<file path="src/rtl/mem_group.sv">
// mem_group: per-lane spike-time memory. Each lane records the gamma-cycle
// phase of its first input spike, then replays a PULSE_WIDTH-cycle pulse at
// that phase in every following gamma cycle until reset.
//
// Ports:
//   aclk        clock, all state updates on posedge
//   rst         synchronous active-high reset of lane memories
//   hard_reset  synchronous active-high reset of lane memories and phase counter
//   grst        gamma-cycle start marker (phase 0)
//   in          per-lane spike input, level-sampled
//   out         per-lane replayed pulse, decoded from registered state and phase
module mem_group #(
   parameter int unsigned GAMMA_CYCLE_WIDTH = 16,
   parameter int unsigned PULSE_WIDTH       = 8,
   parameter int unsigned WIDTH             = 8
) (
   input  logic             aclk,
   input  logic             rst,
   input  logic             hard_reset,
   input  logic             grst,
   input  logic [WIDTH-1:0] in,
   output logic [WIDTH-1:0] out
);

   localparam int unsigned TW      = $clog2(GAMMA_CYCLE_WIDTH);
   localparam logic [TW-1:0] CNT_MAX = TW'(GAMMA_CYCLE_WIDTH - 1);
   localparam logic [TW:0]   SPAN    = (TW + 1)'(PULSE_WIDTH - 1);

   typedef enum logic [1:0] {
      EMPTY    = 2'd0,
      CAPTURED = 2'd1,
      REPLAY   = 2'd2
   } lane_state_t;

   logic [TW-1:0] cnt;
   logic [TW-1:0] t;
   lane_state_t   state [WIDTH];
   logic [TW-1:0] stamp [WIDTH];

   // Current phase: grst marks phase 0 regardless of the counter.
   assign t = grst ? '0 : cnt;

   // Phase counter, saturating so a missing grst never wraps the phase.
   always_ff @(posedge aclk) begin
      if (hard_reset) begin
         cnt <= '0;
      end else if (grst) begin
         cnt <= TW'(1);
      end else if (cnt != CNT_MAX) begin
         cnt <= cnt + TW'(1);
      end
   end

   // Per-lane capture/replay state machine; reset beats capture and grst.
   always_ff @(posedge aclk) begin
      for (int i = 0; i < WIDTH; i++) begin
         if (rst || hard_reset) begin
            state[i] <= EMPTY;
            stamp[i] <= '0;
         end else begin
            case (state[i])
               EMPTY: begin
                  if (in[i]) begin
                     state[i] <= CAPTURED;
                     stamp[i] <= t;
                  end
               end
               CAPTURED: begin
                  if (grst) begin
                     state[i] <= REPLAY;
                  end
               end
               REPLAY:  state[i] <= REPLAY;
               default: state[i] <= EMPTY;
            endcase
         end
      end
   end

   // Pulse window test in TW+1 bits so the upper bound never wraps to phase 0.
   function automatic logic in_window(input logic [TW-1:0] ts, input logic [TW-1:0] ph);
      logic [TW:0] lo;
      logic [TW:0] hi;
      logic [TW:0] cur;
      lo  = (TW + 1)'(ts);
      hi  = lo + SPAN;
      cur = (TW + 1)'(ph);
      return (cur >= lo) && (cur <= hi);
   endfunction

   // The grst cycle is phase 0 of the first replay gamma, so a CAPTURED lane
   // already counts as replaying there; that lets a lane stored at phase 0
   // fire at phase 0 of the next gamma cycle.
   always_comb begin
      out = '0;
      for (int i = 0; i < WIDTH; i++) begin
         if ((state[i] == REPLAY || (state[i] == CAPTURED && grst))
             && in_window(stamp[i], t)) begin
            out[i] = 1'b1;
         end
      end
   end

endmodule

</file>
<file path="config.mk">
export PLATFORM = sky130hd
export DESIGN_NAME = mem_group
export DESIGN_NICKNAME = d
export VERILOG_FILES = /design/src/rtl/mem_group.sv
export SDC_FILE = /design/constraint.sdc
export NUM_CORES = 1
export LEC_CHECK = 0
export CAP_MARGIN = 20
export CORE_UTILIZATION = 24
export CTS_CLUSTER_SIZE = 28
export DETAILED_ROUTE_END_ITERATION = 8
export SYNTH_ARGS = -nofsm -noshare
export SYNTH_HDL_FRONTEND = slang
export SYNTH_SLANG_ARGS = --single-unit
</file>
<file path="constraint.sdc">
create_clock -name aclk -period 4 [get_ports aclk]
set_input_delay 0.8 -clock aclk [delete_from_list [all_inputs] [get_ports aclk]]
set_output_delay 0.8 -clock aclk [all_outputs]
set_load 0.01 [all_outputs]
</file>
==> results.json <==
{
  "synthDistinctLibCells": 29,
  "multi_input_area_um2": 2330,
  "syn_area_um2": 4010,
  "rsz0062_at_grt": "false",
  "synth_compound_area_frac": 0.100,
  "io_buffers": 19,
  "max-cap-violations": 0,
  "post-route-util": 0.295,
  "core-area_um2": 16100,
  "ant_nets": 0,
  "synth_common_cells": "ha_1, nor2_1, edfxtp_1, inv_1, nand2_1",
  "skew_ps": 5.00,
  "wirelength_mm": 8.36,
  "drt-initial-drc-count": 107,
  "grt_pass1_vias": 3048,
  "synth.most_common_cell": "ha_1",
  "fmax_ghz": 0.277,
  "synth_area_leaders": "edfxtp_1, ha_1, nor2_1",
  "nFillCells": 1681,
  "place_hpwl_mm": 6.78,
  "die_w_um": 131,
  "p_leak_nw": 1.96,
  "fin_ws_ps": 388,
  "status": "finished clean",
  "synth_area_per_cell_um2": 9.74,
  "cpPeakStageDelay_ps": 520,
  "die_h_um": 131,
  "hp-class": "register to register",
  "worstPathRequired_ps": 3200,
  "final_hold_viol_count": 0,
  "end_kind": "output port",
  "synth_xor_area_frac": 0.0371,
  "via_count": 2997,
  "pre_cts_ws_ps": -176,
  "area_growth_pct": 18.6,
  "post_drt_wl_per_cell_um": 12.6,
  "ys_seq_area_frac": 0.379,
  "die-area_um2": 17200,
  "synth_edf_count": 48,
  "grt_max_degree": 27,
  "final-max-slew-violation-count": 0,
  "cp_top_family": "buffers and inverters",
  "synthAdderAreaFrac": 0.228,
  "postLayoutCellArea_um2": 4760,
  "critPathSlowestCell": "clkdlybuf4s50_1",
  "h-tree-depth": 2,
  "track_usage": 0.100,
  "path_class": "input port to output port",
  "synth_top_cell_by_area": "edfxtp_1",
  "grt_pass1_wl_mm": 14.0,
  "yosysTopAreaCellShare": 0.359,
  "insertion_delay_ps": 290,
  "timing.slew.headroom": 0.614,
  "vias_per_cell": 4.51,
  "crit_chain": "dlymetal6s2s_1 -> nand2b_4 -> buf_4 -> ha_1 -> a21oi_2 -> a2111oi_4 -> nor3_2 -> buf_4 -> clkdlybuf4s50_1",
  "fin_crit_sh": 0.903,
  "crit_path_max_fanout": 8,
  "clock_path_buffers": 2,
  "yosys.area_share.simple": 0.177,
  "clkSinkCount": 52,
  "worstPathArrival_ps": 2810,
  "synth_cells": 412,
  "gp_congestion": 0.811,
  "drive_gt1_frac": 0.107,
  "crit_path_start_kind": "input port",
  "cts.clk_slew.worst_paths_ps": 60,
  "yosys_warnings": 0,
  "ys_async_sr_fraction": 0,
  "path_common_cell": "buf_4",
  "antenna_cells": 0,
  "nets": 533,
  "dr.pass1.iters": 4,
  "synth_ff_type": "edfxtp_1",
  "fin_crit_ps": 3610,
  "worst-slew-pin-transition_ps": 578,
  "io_pins": 20,
  "peakVddDrop_v": 0.000182,
  "cts_hold_buffers": 0,
  "syn_nets": 497,
  "ys_ff_latch": 52,
  "initial_core_util": 0.249,
  "synth_top_family_by_area": "adder cells",
  "grt.overflow.total": 0,
  "rows": 46,
  "place_area_um2": 4560,
  "cts_buffers": 5,
  "antenna_found_initial": 0,
  "finalSetupViolations": 0,
  "crit_buf_inv": 4,
  "seq_area_um2": 1520,
  "synth_mux_area_frac": 0.0243,
  "drc": 0,
  "cts-root-buf": "clkbuf_16",
  "cts_tree": "done",
  "power_density_nw_per_um2": 294
}
[repair_timing]
| item | CTS | global route |
|---|---|---|
| pin swaps | 2 | 1 |
| resized for setup | 18 | 3 |
| buffers inserted | 0 | 0 |
| setup endpoints to repair | 8 | 2 |
[cell usage in the layout (no fill, tap or decap), types with 3 or more instances in the layout]
master,n
nand4b_1,8
nor2b_1,16
o21ai_0,17
a2111oi_2,5
dlygate4sd2_1,6
dfxtp_1,4
nand4_1,8
clkdlybuf4s50_1,12
ha_1,73
buf_4,19
nand2_1,26
mux2_2,6
clkbuf_16,5
edfxtp_1,48
mux2i_1,3
inv_2,3
a21oi_1,16
inv_1,41
nor3_1,11
a21boi_0,6
o211ai_1,8
nand3_1,10
xnor2_1,16
nor2_1,61
[path summary, 6_finish.rpt]
check                 startpoint                  end  slack [ps]  cells past startpoint
max                         grst               out[3]         390                      9
min reg2reg  cnt[2]$_SDFFE_PP0P_  cnt[2]$_SDFFE_PP0P_         520                      1
min          cnt[2]$_SDFFE_PP0P_  cnt[2]$_SDFFE_PP0P_         520                      1
max reg2reg  cnt[0]$_SDFFE_PP0P_  cnt[3]$_SDFFE_PP0P_        2700                      3
[layout make-up]
| class | instances | area share |
|---|---|---|
| Multi-Input combinational cell | 307 | 0.491 |
| Sequential cell | 52 | 0.320 |
| Timing Repair Buffer | 38 | 0.0689 |
| Tap cell | 216 | 0.0568 |
| Inverter | 44 | 0.0347 |
| Clock buffer | 7 | 0.0279 |
| Clock inverter | 1 | 0.00105 |
[sequential cells by signal, indices dropped and copies added (netlist names)]
| name | cells |
|---|---|
| stamp | 32 |
| state | 16 |
| cnt | 4 |
[metal layers]
| metal | global-route usage | vias to the layer above | wire length (um) |
|---|---|---|---|
| li1 | - | 1528 | - |
| met1 | 0.121 | 1412 | 3900 |
| met2 | 0.180 | 47 | 4150 |
| met3 | 0.0185 | 10 | 221 |
| met4 | 0.0284 | 0 | 95 |
| met5 | 0 | - | 0 |
[where the power goes]
part	leakage, nW	switching [W]	internal (W)
logic	1.31	0.000177	0.000152
clock network	0.0679	0.000174	0.000231
registers	0.586	0.0000292	0.000635
total	1.96	0.000381	0.00102
[cell families after synthesis]
family,count (synthesis)
AOI/OAI and AO/OA,59
xor gates and xnor gates,17
adders and majority gates,73
buffers and inverters,53
DFF,52
muxes,9
and+or+nand+nor,149
[per-stage QoR]
step	hold slack (ps)	TNS [ps]	power, W	instances
after CTS	508	0	0.00141	665
after floorplan	462	0	0.000895	412
after detailed placement	492	-978	0.00100	657
final	517	0	0.00140	665
after global routing	569	0	0.00148	665
after global placement	482	-413	0.000980	657
Power figures use the tool's default switching activity.
==> patch: new RTL, config.mk and constraints unchanged <==
Set the parameter `PULSE_WIDTH` to 6 (it was 8).
--- a/src/rtl/mem_group.sv
+++ b/src/rtl/mem_group.sv
@@ -12,5 +12,5 @@
 module mem_group #(
    parameter int unsigned GAMMA_CYCLE_WIDTH = 16,
-   parameter int unsigned PULSE_WIDTH       = 8,
+   parameter int unsigned PULSE_WIDTH       = 6,
    parameter int unsigned WIDTH             = 8
 ) (
Behaviour: not the same (Yosys sat finds a counterexample within 10 cycles, from zero or initial values and one cycle with hard_reset high).
==> patch against the original RTL <==
- register-to-register slack lost 30 ps
- area after synthesis shrank 0.59%
- synthesized cell count grew 1.5%
- total power grew 3.3%
- final area grew 2.2%
- routed wire length grew 5.4%
- sequential cell count is the same
- critical path type unchanged
- setup slack lost 87 ps
- via count grew 1.9%
- critical endpoint is now out[1]
- sequential power grew 0.8%
==> patch: results (changes against the original RTL) <==
metric	value	unit	change
timing.hold.ws	551	ps	+33.8 ps
synth_compound_area_share	10.7	%	+0.62 points
track_usage	10.8	%	+0.75 points
synth_common_cells	ha_1, nor2_1, inv_1		
peakVddDrop	0.201	mV	+11%
p_per_area	297	nW/µm²	+1.1%
gp_congestion	0.786		-3.1%
grt_pass1_vias	3096		+1.6%
critical_path_arrival	2900	ps	+90 ps
ys_seq_area_share	38.1	%	+0.23 points
status	finished, final reports clean		
post-place-ws	-316	ps	-140 ps
grt_pass1_wl	14500	µm	+3.7%
synth-xor-area-share	3.73	%	+0.022 points
crit_end	out[1]		
fin_crit	3700	ps	+86.7 ps
finalClockSkew	3.58	ps	-1.42 ps
grt_use_met2	19.4	%	+1.3 points
dp.cells	669		+1.8%
min_path_cells	2		+1
synth_fa_ha_area_share	22.9	%	+0.14 points
syn-num-nets	503		+1.2%
vias_per_cell	4.49		-0.46%
leakage	2.14	nW	+9.0%
hpwl	6710	µm	-1.0%
worstMarginPinSlew	430	ps	-148 ps
wl_per_cell	12.9	µm	+2.9%
comb_power_share	20.2	%	-3.4 points
routed-wl-met3	281	µm	+27%
synth_mux_area_share	2.38	%	-0.048 points
critPathMaxFanout	6		-2
met3_usage	1.43	%	-0.43 points
drive_above_1_share	12.3	%	+1.6 points
-- patch: cell count changes in the layout (fill, tap and decap cells not counted), moves of 6 or more --
cell / delta
xnor2_1: -8
nor3_1: -7
nor2_1: -6
inv_1: +9
a21oi_1: +11
xor2_1: +8
nor2b_1: -8
nand2_1: +10
buf_4: +6
-- patch: final cells by class --
cell class / instances / area (µm²)
fillers: 1659 / 11200
multi-input cells: 307 / 2300
flip-flops and latches: 52 / 1520
repair buffers: 46 / 404
well taps: 216 / 270
inverters: 52 / 199
clock buffers: 5 / 125
clock inverters: 3 / 42.5
-- patch: through the flow --
stage,utilization (%),setup TNS (ps)
floorplan,-,0
global placement,28.6,-1410
detailed placement,28.6,-1630
CTS,30.0,-182
global route,30.3,0
finish,30.3,0
-- patch: what timing repair did --
| action | in CTS | in global routing |
|---|---|---|
| endpoints found under the setup margin | 8 | 7 |
| hold endpoints to repair | 0 | 0 |
| setup buffers | 4 | 0 |
| hold buffers | 0 | 0 |
| gates resized for setup | 18 | 9 |
| pin swaps | 3 | 3 |
